[src/rtl/cache_bus_responder_if.sv]
// Bus operation handshake between the L1 cache (master) and the bus responder (slave).
interface cache_bus_responder_if;
  logic        bus_req;
  logic [1:0]  bus_op;
  logic [31:0] bus_addr;
  logic        bus_ready;
  logic        bus_busy;
  logic        rsp_valid;
  logic [1:0]  snoop_result;
  logic        c_shared;

  modport master (
    output bus_req, bus_op, bus_addr,
    input  bus_ready, bus_busy, rsp_valid, snoop_result, c_shared
  );

  modport slave (
    input  bus_req, bus_op, bus_addr,
    output bus_ready, bus_busy, rsp_valid, snoop_result, c_shared
  );
endinterface

[src/rtl/cache_bus_responder.sv]
// Snoop responder modelling one peer cache's I/S/M line table plus flush/memory latency.
// Optional protocol checking is enabled by defining BUS_RSP_PROTO_CHK_EN.
module cache_bus_responder #(
  parameter int INDEX_BITS   = 4,
  parameter int MEM_LAT      = 4,
  parameter int FLUSH_CYCLES = 2
) (
  input  logic                    clk,
  input  logic                    rst,
  cache_bus_responder_if.slave    bus,
  input  logic                    snp_wr,
  input  logic [31:0]             snp_addr,
  input  logic [1:0]              snp_state,
  output logic [15:0]             hit_cntr,
  output logic [15:0]             hitm_cntr,
  output logic                    proto_err
);
  localparam int DEPTH   = 1 << INDEX_BITS;
  localparam int TAG_W   = 26 - INDEX_BITS;
  localparam int MAX_LAT = (MEM_LAT > FLUSH_CYCLES) ? MEM_LAT : FLUSH_CYCLES;
  localparam int CNT_W   = $clog2(MAX_LAT + 1);

  localparam logic [1:0] OP_RD = 2'd0, OP_RDX = 2'd1, OP_UPGR = 2'd2, OP_FLUSH = 2'd3;
  localparam logic [1:0] ST_I = 2'd0, ST_S = 2'd1, ST_M = 2'd2;
  localparam logic [1:0] RES_NOHIT = 2'd0, RES_HIT = 2'd1, RES_HITM = 2'd2;

  typedef enum logic [2:0] {IDLE, SNOOP, PFLUSH, MEM, RESP} state_t;

  state_t             state_q, state_d;
  logic [1:0]         op_q, op_d;
  logic [25:0]        line_q, line_d;
  logic [CNT_W-1:0]   cnt_q, cnt_d;
  logic [1:0]         res_q, res_d;
  logic               shared_q, shared_d;
  logic               busy_q, busy_d;
  logic [15:0]        hit_q, hit_d;
  logic [15:0]        hitm_q, hitm_d;
  logic [TAG_W-1:0]   tag_tbl_q [DEPTH];
  logic [TAG_W-1:0]   tag_tbl_d [DEPTH];
  logic [1:0]         st_tbl_q  [DEPTH];
  logic [1:0]         st_tbl_d  [DEPTH];
`ifdef BUS_RSP_PROTO_CHK_EN
  logic               proto_q, proto_d;
`endif

  logic [INDEX_BITS-1:0] lk_idx, snp_idx;
  logic [TAG_W-1:0]      lk_tag, snp_tag;
  logic [1:0]            lk_st;
  logic                  lk_match;
  logic                  unused_offsets;

  assign lk_idx   = line_q[INDEX_BITS-1:0];
  assign lk_tag   = line_q[25:INDEX_BITS];
  assign snp_idx  = snp_addr[6 +: INDEX_BITS];
  assign snp_tag  = snp_addr[31:6+INDEX_BITS];
  assign lk_st    = st_tbl_q[lk_idx];
  assign lk_match = ((lk_st == ST_S) || (lk_st == ST_M)) && (tag_tbl_q[lk_idx] == lk_tag);
  assign unused_offsets = ^{bus.bus_addr[5:0], snp_addr[5:0]};

  always_comb begin
    state_d   = state_q;
    op_d      = op_q;
    line_d    = line_q;
    cnt_d     = cnt_q;
    res_d     = res_q;
    shared_d  = shared_q;
    hit_d     = hit_q;
    hitm_d    = hitm_q;
    tag_tbl_d = tag_tbl_q;
    st_tbl_d  = st_tbl_q;
`ifdef BUS_RSP_PROTO_CHK_EN
    proto_d   = proto_q;
`endif
    case (state_q)
      IDLE: begin
        // Preload lands before an accepted op is snooped, so the op sees it.
        if (snp_wr) begin
          tag_tbl_d[snp_idx] = snp_tag;
          st_tbl_d[snp_idx]  = (snp_state == 2'd3) ? ST_I : snp_state;
`ifdef BUS_RSP_PROTO_CHK_EN
          if (snp_state == 2'd3) proto_d = 1'b1;
`endif
        end
        if (bus.bus_req) begin
          op_d    = bus.bus_op;
          line_d  = bus.bus_addr[31:6];
          state_d = SNOOP;
        end
      end
      SNOOP: begin
        res_d    = RES_NOHIT;
        shared_d = 1'b0;
        if (op_q != OP_FLUSH && lk_match) begin
          shared_d = 1'b1;
          res_d    = (lk_st == ST_M) ? RES_HITM : RES_HIT;
          if (op_q == OP_RD && lk_st == ST_M) st_tbl_d[lk_idx] = ST_S;
          else if (op_q == OP_RDX || op_q == OP_UPGR) st_tbl_d[lk_idx] = ST_I;
`ifdef BUS_RSP_PROTO_CHK_EN
          if (op_q == OP_UPGR && lk_st == ST_M) proto_d = 1'b1;
`endif
        end
        if (res_d == RES_HITM) begin
          state_d = PFLUSH;
          cnt_d   = CNT_W'(FLUSH_CYCLES - 1);
        end else if (op_q == OP_UPGR) begin
          state_d = RESP;
        end else begin
          state_d = MEM;
          cnt_d   = CNT_W'(MEM_LAT - 1);
        end
      end
      PFLUSH, MEM: begin
        if (cnt_q == '0) state_d = RESP;
        else cnt_d = cnt_q - 1'b1;
      end
      RESP: begin
        if (res_q == RES_HIT)  hit_d  = hit_q + 16'd1;
        if (res_q == RES_HITM) hitm_d = hitm_q + 16'd1;
        state_d = IDLE;
      end
      default: state_d = IDLE;
    endcase
    busy_d = (state_d != IDLE);
  end

  always_ff @(posedge clk) begin
    if (rst) begin
      state_q  <= IDLE;
      op_q     <= OP_RD;
      line_q   <= '0;
      cnt_q    <= '0;
      res_q    <= RES_NOHIT;
      shared_q <= 1'b0;
      busy_q   <= 1'b0;
      hit_q    <= '0;
      hitm_q   <= '0;
      for (int i = 0; i < DEPTH; i++) st_tbl_q[i] <= ST_I;
`ifdef BUS_RSP_PROTO_CHK_EN
      proto_q  <= 1'b0;
`endif
    end else begin
      state_q  <= state_d;
      op_q     <= op_d;
      line_q   <= line_d;
      cnt_q    <= cnt_d;
      res_q    <= res_d;
      shared_q <= shared_d;
      busy_q   <= busy_d;
      hit_q    <= hit_d;
      hitm_q   <= hitm_d;
      st_tbl_q <= st_tbl_d;
`ifdef BUS_RSP_PROTO_CHK_EN
      proto_q  <= proto_d;
`endif
    end
  end

  // Tags are meaningless while the state is I, so they need no reset.
  always_ff @(posedge clk) begin
    tag_tbl_q <= tag_tbl_d;
  end

  assign bus.bus_ready    = (state_q == IDLE);
  assign bus.bus_busy     = busy_q;
  assign bus.rsp_valid    = (state_q == RESP);
  assign bus.snoop_result = res_q;
  assign bus.c_shared     = shared_q;
  assign hit_cntr         = hit_q;
  assign hitm_cntr        = hitm_q;
`ifdef BUS_RSP_PROTO_CHK_EN
  assign proto_err        = proto_q;
`else
  assign proto_err        = 1'b0;
`endif
endmodule

[src/flat_wrapper.sv]
// flat-port wrapper written by rule: the top's interface ports become plain ports
module cache_bus_responder_flat 
#(
  parameter int INDEX_BITS   = 4,
  parameter int MEM_LAT      = 4,
  parameter int FLUSH_CYCLES = 2
)
  (clk, rst, snp_wr, snp_addr, snp_state, hit_cntr, hitm_cntr, proto_err, bus_bus_req, bus_bus_op, bus_bus_addr, bus_bus_ready, bus_bus_busy, bus_rsp_valid, bus_snoop_result, bus_c_shared);
  cache_bus_responder_if bus_i ();
  input  logic clk;
  input  logic rst;
  input  logic snp_wr;
  input  logic [31:0] snp_addr;
  input  logic [1:0] snp_state;
  output logic [15:0] hit_cntr;
  output logic [15:0] hitm_cntr;
  output logic proto_err;
  input wire logic [$bits(bus_i.bus_req)-1:0] bus_bus_req;
  input wire logic [$bits(bus_i.bus_op)-1:0] bus_bus_op;
  input wire logic [$bits(bus_i.bus_addr)-1:0] bus_bus_addr;
  output wire logic [$bits(bus_i.bus_ready)-1:0] bus_bus_ready;
  output wire logic [$bits(bus_i.bus_busy)-1:0] bus_bus_busy;
  output wire logic [$bits(bus_i.rsp_valid)-1:0] bus_rsp_valid;
  output wire logic [$bits(bus_i.snoop_result)-1:0] bus_snoop_result;
  output wire logic [$bits(bus_i.c_shared)-1:0] bus_c_shared;
  assign bus_i.bus_req = bus_bus_req;
  assign bus_i.bus_op = bus_bus_op;
  assign bus_i.bus_addr = bus_bus_addr;
  assign bus_bus_ready = bus_i.bus_ready;
  assign bus_bus_busy = bus_i.bus_busy;
  assign bus_rsp_valid = bus_i.rsp_valid;
  assign bus_snoop_result = bus_i.snoop_result;
  assign bus_c_shared = bus_i.c_shared;
  cache_bus_responder #(.INDEX_BITS(INDEX_BITS), .MEM_LAT(MEM_LAT), .FLUSH_CYCLES(FLUSH_CYCLES)) u_core (.clk(clk), .rst(rst), .bus(bus_i), .snp_wr(snp_wr), .snp_addr(snp_addr), .snp_state(snp_state), .hit_cntr(hit_cntr), .hitm_cntr(hitm_cntr), .proto_err(proto_err));
endmodule
[config.mk]
export PLATFORM = sky130hd
export DESIGN_NAME = cache_bus_responder_flat
export DESIGN_NICKNAME = d
export VERILOG_FILES = /design/src/rtl/cache_bus_responder_if.sv /design/src/rtl/cache_bus_responder.sv /design/src/flat_wrapper.sv
export SDC_FILE = /design/constraint.sdc
export NUM_CORES = 1
export LEC_CHECK = 0
export CORE_MARGIN = 1.5
export CORE_UTILIZATION = 35
export CTS_CLUSTER_SIZE = 25
export DETAILED_ROUTE_END_ITERATION = 12
export GPL_TIMING_DRIVEN = 0
export PLACE_DENSITY = 0.63
export SYNTH_ARGS = -nofsm -noshare
export SYNTH_HDL_FRONTEND = slang
export SYNTH_SLANG_ARGS = --single-unit
export TNS_END_PERCENT = 100
[constraint.sdc]
create_clock -name clk -period 8.2 [get_ports clk]
set_input_delay 0.82 -clock clk [delete_from_list [all_inputs] [get_ports clk]]
set_output_delay 0.82 -clock clk [all_outputs]
set_load 0.1 [all_outputs]
After elaboration in Yosys (flattened, before gate mapping)

Cells that the tools add are included.

Add/sub/neg operators: 3
Order comparisons: 4
Eq/ne operators: 19
Mux-type cells: 33
Bitwise gates (word level): 7
Reductions and logical operators: 20

Operators by type and width:

| kind                    | count |
|---|---|
| $bwmux W352             | 1 |
| $mux W32                | 4 |
| $bmux W22 S4            | 1 |
| $demux W22 S4           | 1 |
| $mux W22                | 3 |
| $pmux W32 S2            | 1 |
| $add A16 B1 Y16 const B | 2 |
| $and A32 B32 Y32        | 1 |
| $bwmux W32              | 1 |
| $not A32 Y32            | 1 |
| $eq A22 B22 Y1          | 1 |
| $mux W3                 | 7 |
| $and A16 B16 Y16        | 1 |
| $demux W2 S4            | 2 |
| $mux W2                 | 8 |
| $not A16 Y16            | 1 |
| $or A16 B16 Y16         | 1 |
| $eq A2 B2 Y1 const B    | 5 |
| $ge A5 B5 Y1 const B    | 2 |
| $lt A5 B1 Y1 const B    | 2 |
| $not A4 Y5              | 2 |
| $pmux W3 S3             | 1 |
| $bmux W2 S4             | 1 |
| $reduce_and A2 Y1       | 4 |
| 20 further kinds        | 32 |

Register bits: 454
Input port bits: 72
Logic and storage cells: 127

Longest topological paths before layout

Gate-level depths: netlist (run 1).

Depth in word-level cells: 14
Mapped depth: 18
Depth with buffers taken out: 12

Worst setup path after synthesis (run 1)

OpenSTA, ideal clock, no wires.

Path kind: flip-flop to flip-flop
From: reg u_core.state_q[1]
To: reg u_core.tag_tbl_q[66] (netlist name), enable pin
Library setup time: 460 ps
Arrival: 5,442 ps
Data required time: 7,740 ps
Setup slack: 2,298 ps
Stages on the path, launching flop included: 6
Path buffers: 2
Period minus slack after synthesis: 5,902 ps
Cell sequence: dfxtp_1 clkbuf_1 nor3_1 nand2_1 clkbuf_1 nor4_1

Cells in the longest elaborated chain, start to end: 2

RTL lines:

| what                               | RTL line                   | text |
|---|---|---|
| from (decl)                        | cache_bus_responder.sv:29  | `state_t state_q, state_d;` |
| from (signal assigned)             | cache_bus_responder.sv:142 | `state_q <= state_d;` |
| $logic_not A3 Y1                   | -                          |  |
| via bus_bus_ready                  | flat_wrapper.sv:21         | `output wire logic [$bits(bus_i.bus_ready)-1:0] bus_bus_ready;` |
| $reduce_and A2 Y1 (no source line) | -                          |  |
| to (signal assigned)               | cache_bus_responder.sv:160 | `tag_tbl_q <= tag_tbl_d;` |
| to (decl)                          | cache_bus_responder.sv:38  | `logic [TAG_W-1:0] tag_tbl_q [DEPTH];` |

The timed path passes the listed nets, and every way through them passes these cells.
A chain may end at the register's enable or synchronous reset.

==> metrics, run 1 <==
first-pass GRT wire length 83.1 mm; # IOs roughly 110; initial antenna violation count 2; syn nets 1441; WHS Endpoint u_core.bus.c_shared; DR vias 12600; Reg clk slew, reported paths around 60 ps; Post-synth EDFFs 352; Max H-tree Level 2; final WL 57.2 mm; Stages on worst setup path 15; Worst Path Max Fanout 10; slowest stage cell, crit path buf_1; FFs w/ async S/R, synth 0%; Area Overhead vs Synth 20.2%; yosys warns 0; status completed; post-route ant nets 0; CP endpoint kind flip-flop; HP Start u_core.bus.c_shared; Worst Path Buf+Inv 4; Setup violations, final 0; pins over their slew limit 0; dominant cells by area after synthesis edfxtp_1 54%, dfxtp_1 10%, mux4_2 6.9%, mux2i_1 5.7%, nand2_1 2.7%; core area about 55000 um2; Iter 0 DRT Violations approximately 1300; Synth area leader edfxtp_1; power per cell area between 200 and 250 nW/um2; Crit Path Category flip-flop to flip-flop; CTS tree built; Post-route DRC 0; Die Width around 240 um; Post-CTS Setup Bufs 0; CP Launch Point u_core.line_q[0]; syn_area_per_cell around 14 um2; Syn Std Cell Area 19500 um2; Worst Skew 22.3 ps; Clock Tree Buf Depth 3; Max IR drop VDD 0.178 mV; LEAKAGE about 7.5 nW; fin crit period ~6700 ps; post-route clock period utilization between 80% and 90%; Yosys top cell area share a little over half; Reg area around 13000 um2; Min-Delay Path Depth 2; reg2reg setup slack 1540 ps; number of fill cells 4949; #FFs+latches synth approximately 450; max frequency roughly 150 MHz; R2R Path Start u_core.line_q[0]; critical path's top delay family buffers and inverters; row cnt between 80 and 90; Setup Total Neg Slack 0 ps; First-pass DRT Iterations 5; relative slew slack 32.8%; largest net degree at the start of global routing 25; sequential fraction of the synthesis area approximately 65%; Syn Inst Count roughly 1400; Routability Congestion approximately 0.91; top post-synthesis cells by count 352 x edfxtp_1, 140 x nand2_1, 110 x mux2i_1, 102 x dfxtp_1, 66 x nor2_1; vias per std cell between 5 and 6; Arr. time, crit path between 7000 and 8000 ps; placed insts roughly 2200; PostCTS Resize Cnt 0; Initial Util 35.4%; Max-cap violations 0; Multi-input gate area between 6000 and 7000 um2; Die Span Y around 240 um; HP Class flip-flop to flip-flop; Worst-Margin Slew between 1000 and 1500 ps; FF-to-FF path depth 15; Fin. Hold Viols 0; non-filler cells, final between 2000 and 2500; max incr delay on CP about 760 ps; Sinks on Clock Net 454; total grt overflow 0; Post-layout nets ~1600; top-count cell post-synth edfxtp_1; GR Util All Layers 20.0%; Synth cell types between 70 and 80; Num CTS Buffers 50; detailed placer's ending HPWL between 30 and 40 mm; Synth Flop Type edfxtp_1; unrepaired setup endpoints after global routing no; IO buf count 96; WP data required 8690 ps; Die Area about 57000 um2; post-DR wirelength/cell roughly 25 um; Worst setup SP type flip-flop; vias in the first global route roughly 12000; Post-DP Area around 22000 um2; fin area between 20000 and 25000 um2; later-pin clock latency in the skew report 600 ps; CTS root buf clkbuf_16; Post-CTS Hold Fix Bufs 0; crit-path cells buf_2 -> clkbuf_1 -> buf_1 -> mux4_2 -> mux4_2 -> ha_1 -> nor2_1 -> o2111ai_1 -> nor4_1 -> o2111ai_1 -> nor4_1 -> nand4b_2 -> and2_1 -> buf_6 -> o221a_2; share of cells above drive strength 1 roughly 14%
stage by stage:
step                      util, %  total power, W  setup WS [ps]  hold WS (ps)
after floorplan                 -         0.00305           2300           432
after global placement       38.8         0.00332            570           447
after detailed placement     39.6         0.00333           1660           454
after CTS                    42.5         0.00552           1650           466
after global routing         42.5         0.00566           1370           486
final                        42.5         0.00549           1540           467
worst register-to-register path: cells and delay by family, from the launching register on:
| family | cells | cell delay (ps) |
|---|---|---|
| buffers and inverters | 4 | 2050 |
| AND/OR/NAND/NOR | 5 | 1650 |
| multiplexers | 2 | 1190 |
| AO/OA/AOI/OAI | 3 | 790 |
| flip-flops | 1 | 550 |
| adder cells (fa/ha/maj) | 1 | 330 |
per-layer routing:
metal	vias to the layer above	routed length, um	track usage, %
met5	-	0	0
met4	0	1540	6.29
met3	93	4110	3.30
met2	516	26900	32.1
met1	6453	24600	27.7
li1	5576	-	-
cells by family after synthesis:
family	Yosys count	synth area share, %
compound gates	206	7.55
xor+xnor	47	2.12
fa+ha+maj	8	0.515
buf+inv	108	2.93
flops	454	64.8
mux	176	13.0
other cells	1	0.0193
simple gates	361	9.09
cells in the final DEF, fill, tap and decap left out, types with 8 or more instances in the layout:
cell type	Yosys	final
nor2_4	0	11
nor3b_1	10	10
buf_4	7	11
clkinv_2	0	11
and4_1	8	8
a22o_1	9	9
a21oi_1	55	55
nor2b_1	12	12
a221oi_1	8	8
dfxtp_1	102	102
clkbuf_16	0	51
buf_2	15	15
mux2i_1	110	110
a22oi_1	30	30
xnor2_1	11	11
buf_16	0	10
nand4_1	25	25
inv_1	32	29
ha_1	8	8
edfxtp_1	352	352
xor2_1	36	36
clkbuf_1	35	49
nor2_1	66	55
and2_1	9	9
a211oi_1	8	8
or3_1	11	11
buf_6	10	10
nand2b_1	11	11
nor3_1	21	21
clkdlybuf4s50_1	0	96
mux4_2	60	60
nand3_1	21	21
nand2_1	140	140
o21ai_0	32	32
registers in the layout, indices dropped and copies added (netlist names), named ones only:
| register | cells |
|---|---|
| u_core.hitm_cntr | 16 |
| u_core.line_q | 26 |
| u_core.op_q | 2 |
| u_core.st_tbl_q | 16 |
| u_core.cnt_q | 3 |
| u_core.tag_tbl_q | 352 |
| u_core.state_q | 3 |
| u_core.hit_cntr | 16 |
| u_core.bus.snoop_result | 2 |
| u_core.bus.bus_busy | 1 |
| u_core.bus.c_shared | 1 |
power breakdown:
part	total [W]	switching, W	internal [W]	leakage (nW)
registers	0.00257	0.0000370	0.00253	4.00
clock network	0.00220	0.000912	0.00129	0.788
logic	0.000725	0.000465	0.000260	2.68
total	0.00549	0.00141	0.00408	7.47
cell type report:
cell class / count / share of cell area (%)
Inverter: 32 / 0.514
Clock inverter: 24 / 1.04
Antenna cell: 1 / 0.0107
Timing Repair Buffer: 112 / 5.58
Clock buffer: 67 / 5.80
Buffer: 76 / 1.92
Tap cell: 748 / 4.00
Sequential cell: 454 / 53.9
Multi-Input combinational cell: 799 / 27.2
worst max-delay path by stage:
stage | to | slack [ps]
floorplan | u_core.tag_tbl_q[66] | 2300
global placement | u_core.tag_tbl_q[83] | 570
detailed placement | flip-flop | 1660
CTS | flip-flop | 1650
global route | flip-flop | 1370
finish | flip-flop | 1540
Note: power is estimated with default switching activity, not from simulation.
==> run 2: changes to the inputs <==
- clock period: 8.2 -> 6.8 ns (I/O delays scaled with it)
==> metrics, run 2 (same netlist as run 1, synthesis figures left out) <==
crit-path cells buf_2 -> clkbuf_1 -> clkbuf_2 -> mux4_2 -> mux4_2 -> ha_1 -> nor2_1 -> o2111ai_1 -> nor4_1 -> o2111ai_1 -> nor4_1 -> nand4b_2 -> and2_1 -> buf_6 -> o221a_2; core area 55000 um2; power per cell area ~280 nW/um2; vias per std cell between 5 and 6; number of fill cells 4949; Fin. Hold Viols 0; Max IR drop VDD approximately 0.21 mV; non-filler cells, final approximately 2300; largest net degree at the start of global routing 25; Die Span Y ~240 um; post-DR wirelength/cell 24.7 um; FF-to-FF path depth 15; Num CTS Buffers 50; Largest register FFs 352; R2R Path Start u_core.line_q[0]; Post-CTS Hold Fix Bufs 0; final WL approximately 57 mm; relative slew slack between 30% and 40%; HP Start u_core.st_tbl_q[29]; detailed placer's ending HPWL slightly below 40 mm; unrepaired setup endpoints after global routing no; Max H-tree Level 2; status completed; CP endpoint kind flip-flop; slowest stage cell, crit path clkbuf_1; later-pin clock latency in the skew report approximately 600 ps; Post-route DRC 0; Top reg by flops u_core.tag_tbl_q; CTS tree built; first-pass GRT wire length a little over 80 mm; First-pass DRT Iterations 6; Reg clk slew, reported paths 60 ps; reg2reg setup slack ~380 ps; Post-layout nets between 1500 and 2000; Area Overhead vs Synth 20.2%; Worst Path Max Fanout 10; Iter 0 DRT Violations roughly 1300; WP data required 7290 ps; HP Class flip-flop to flip-flop; Largest regs u_core.tag_tbl_q (352), u_core.line_q (26); Worst setup SP type flip-flop; Min-Delay Path Depth 2; WHS Endpoint u_core.st_tbl_q[29]; Sinks on Clock Net 454; Worst Skew a little under 20 ps; Max-cap violations 0; max frequency around 160 MHz; # IOs ~110; GR Util All Layers between 10% and 20%; most common cell after layout, fill and taps aside edfxtp_1; fin crit period around 6400 ps; Initial Util approximately 35%; most frequent cells in the layout 352 x edfxtp_1, 140 x nand2_1, 110 x mux2i_1; total grt overflow 0; max incr delay on CP about 720 ps; post-route ant nets 0; Routability Congestion 0.909; Crit Path Category flip-flop to flip-flop; Die Width 239 um; post-route clock period utilization between 90 and 100%; share of cells above drive strength 1 between 10% and 20%; Setup Total Neg Slack 0 ps; critical path's top delay family buffers and inverters; LEAKAGE 7.48 nW; Arr. time, crit path 6910 ps; Die Area around 57000 um2; vias in the first global route roughly 12000; Worst-Margin Slew 1010 ps; Clock Tree Buf Depth 3; initial antenna violation count 2; placed insts 2220; pins over their slew limit 0; DR vias 12600; Setup violations, final 0; IO buf count 96; row cnt 86; Worst Path Buf+Inv 4; CTS root buf clkbuf_16
## run 2: what timing repair did
action / in CTS / in global routing
gates resized for setup: 0 / 2
setup buffers: 0 / 0
setup endpoints to repair: 0 / 2
hold endpoints to repair: 0 / 0
## run 2: tightest hold or removal path, delay by kind of cell (launching register included)
kind	cells	cell delay [ps]
compound gates	1	60
simple gates	1	50
flops	1	310
## run 2: worst max path at each step
stage                                 start              endpoint  slack (ps)  cells after the start
after floorplan           u_core.state_q[1]  u_core.tag_tbl_q[66]         900                      5
after global placement               snp_wr  u_core.tag_tbl_q[83]        -690                      4
after detailed placement   u_core.line_q[0]             flip-flop         260                     15
after global routing       u_core.line_q[0]             flip-flop         300                     15
after CTS                  u_core.line_q[0]             flip-flop         250                     15
final                      u_core.line_q[0]             flip-flop         380                     15
## run 2: power by group
part / leakage (nW) / switching [W] / total (W) / internal, W
Combinational: 2.69 / 0.000561 / 0.000875 / 0.000313
Clock: 0.788 / 0.00110 / 0.00265 / 0.00156
Sequential: 4.00 / 0.0000451 / 0.00310 / 0.00305
## run 2: stage by stage
| stage | util (%) | total power, W | hold slack [ps] | instance area (um2) | worst slack (ps) |
|---|---|---|---|---|---|
| 6_report | 42.5 | 0.00662 | 464 | 23400 | 382 |
| 5_1_grt | 42.5 | 0.00682 | 486 | 23400 | 295 |
| 4_1_cts | 42.5 | 0.00666 | 466 | 23400 | 246 |
| 3_5_place_dp | 39.6 | 0.00402 | 454 | 21800 | 257 |
| 3_3_place_gp | 38.8 | 0.00400 | 447 | 21400 | -690 |
| 2_1_floorplan | - | 0.00368 | 432 | 19500 | 898 |
## run 2: layer usage
layer	up-vias	global-route usage, %	routed length, um
li1	5579	-	-
met1	6422	27.7	24700
met2	489	32.1	26800
met3	107	3.30	4080
met4	0	6.29	1650
met5	-	0	0
## run 2: cell type report
class                   instances  area (um2)  share of cell area [%]
diodes                          1        2.50                  0.0107
plain buffers                  76         450                    1.93
clock buffers                  67        1360                    5.80
clock inverters                24         244                    1.04
inverters                      32         120                   0.514
multi-input cells             799        6360                    27.2
flip-flops and latches        454       12600                    53.9
well taps                     748         936                    4.00
repair buffers                112        1310                    5.58
==> run 3: changes to the inputs <==
- HOLD_SLACK_MARGIN: not set -> 0.08
==> results of run 3 <==
The final DEF is identical to that of run 2; final timing and power are the same.
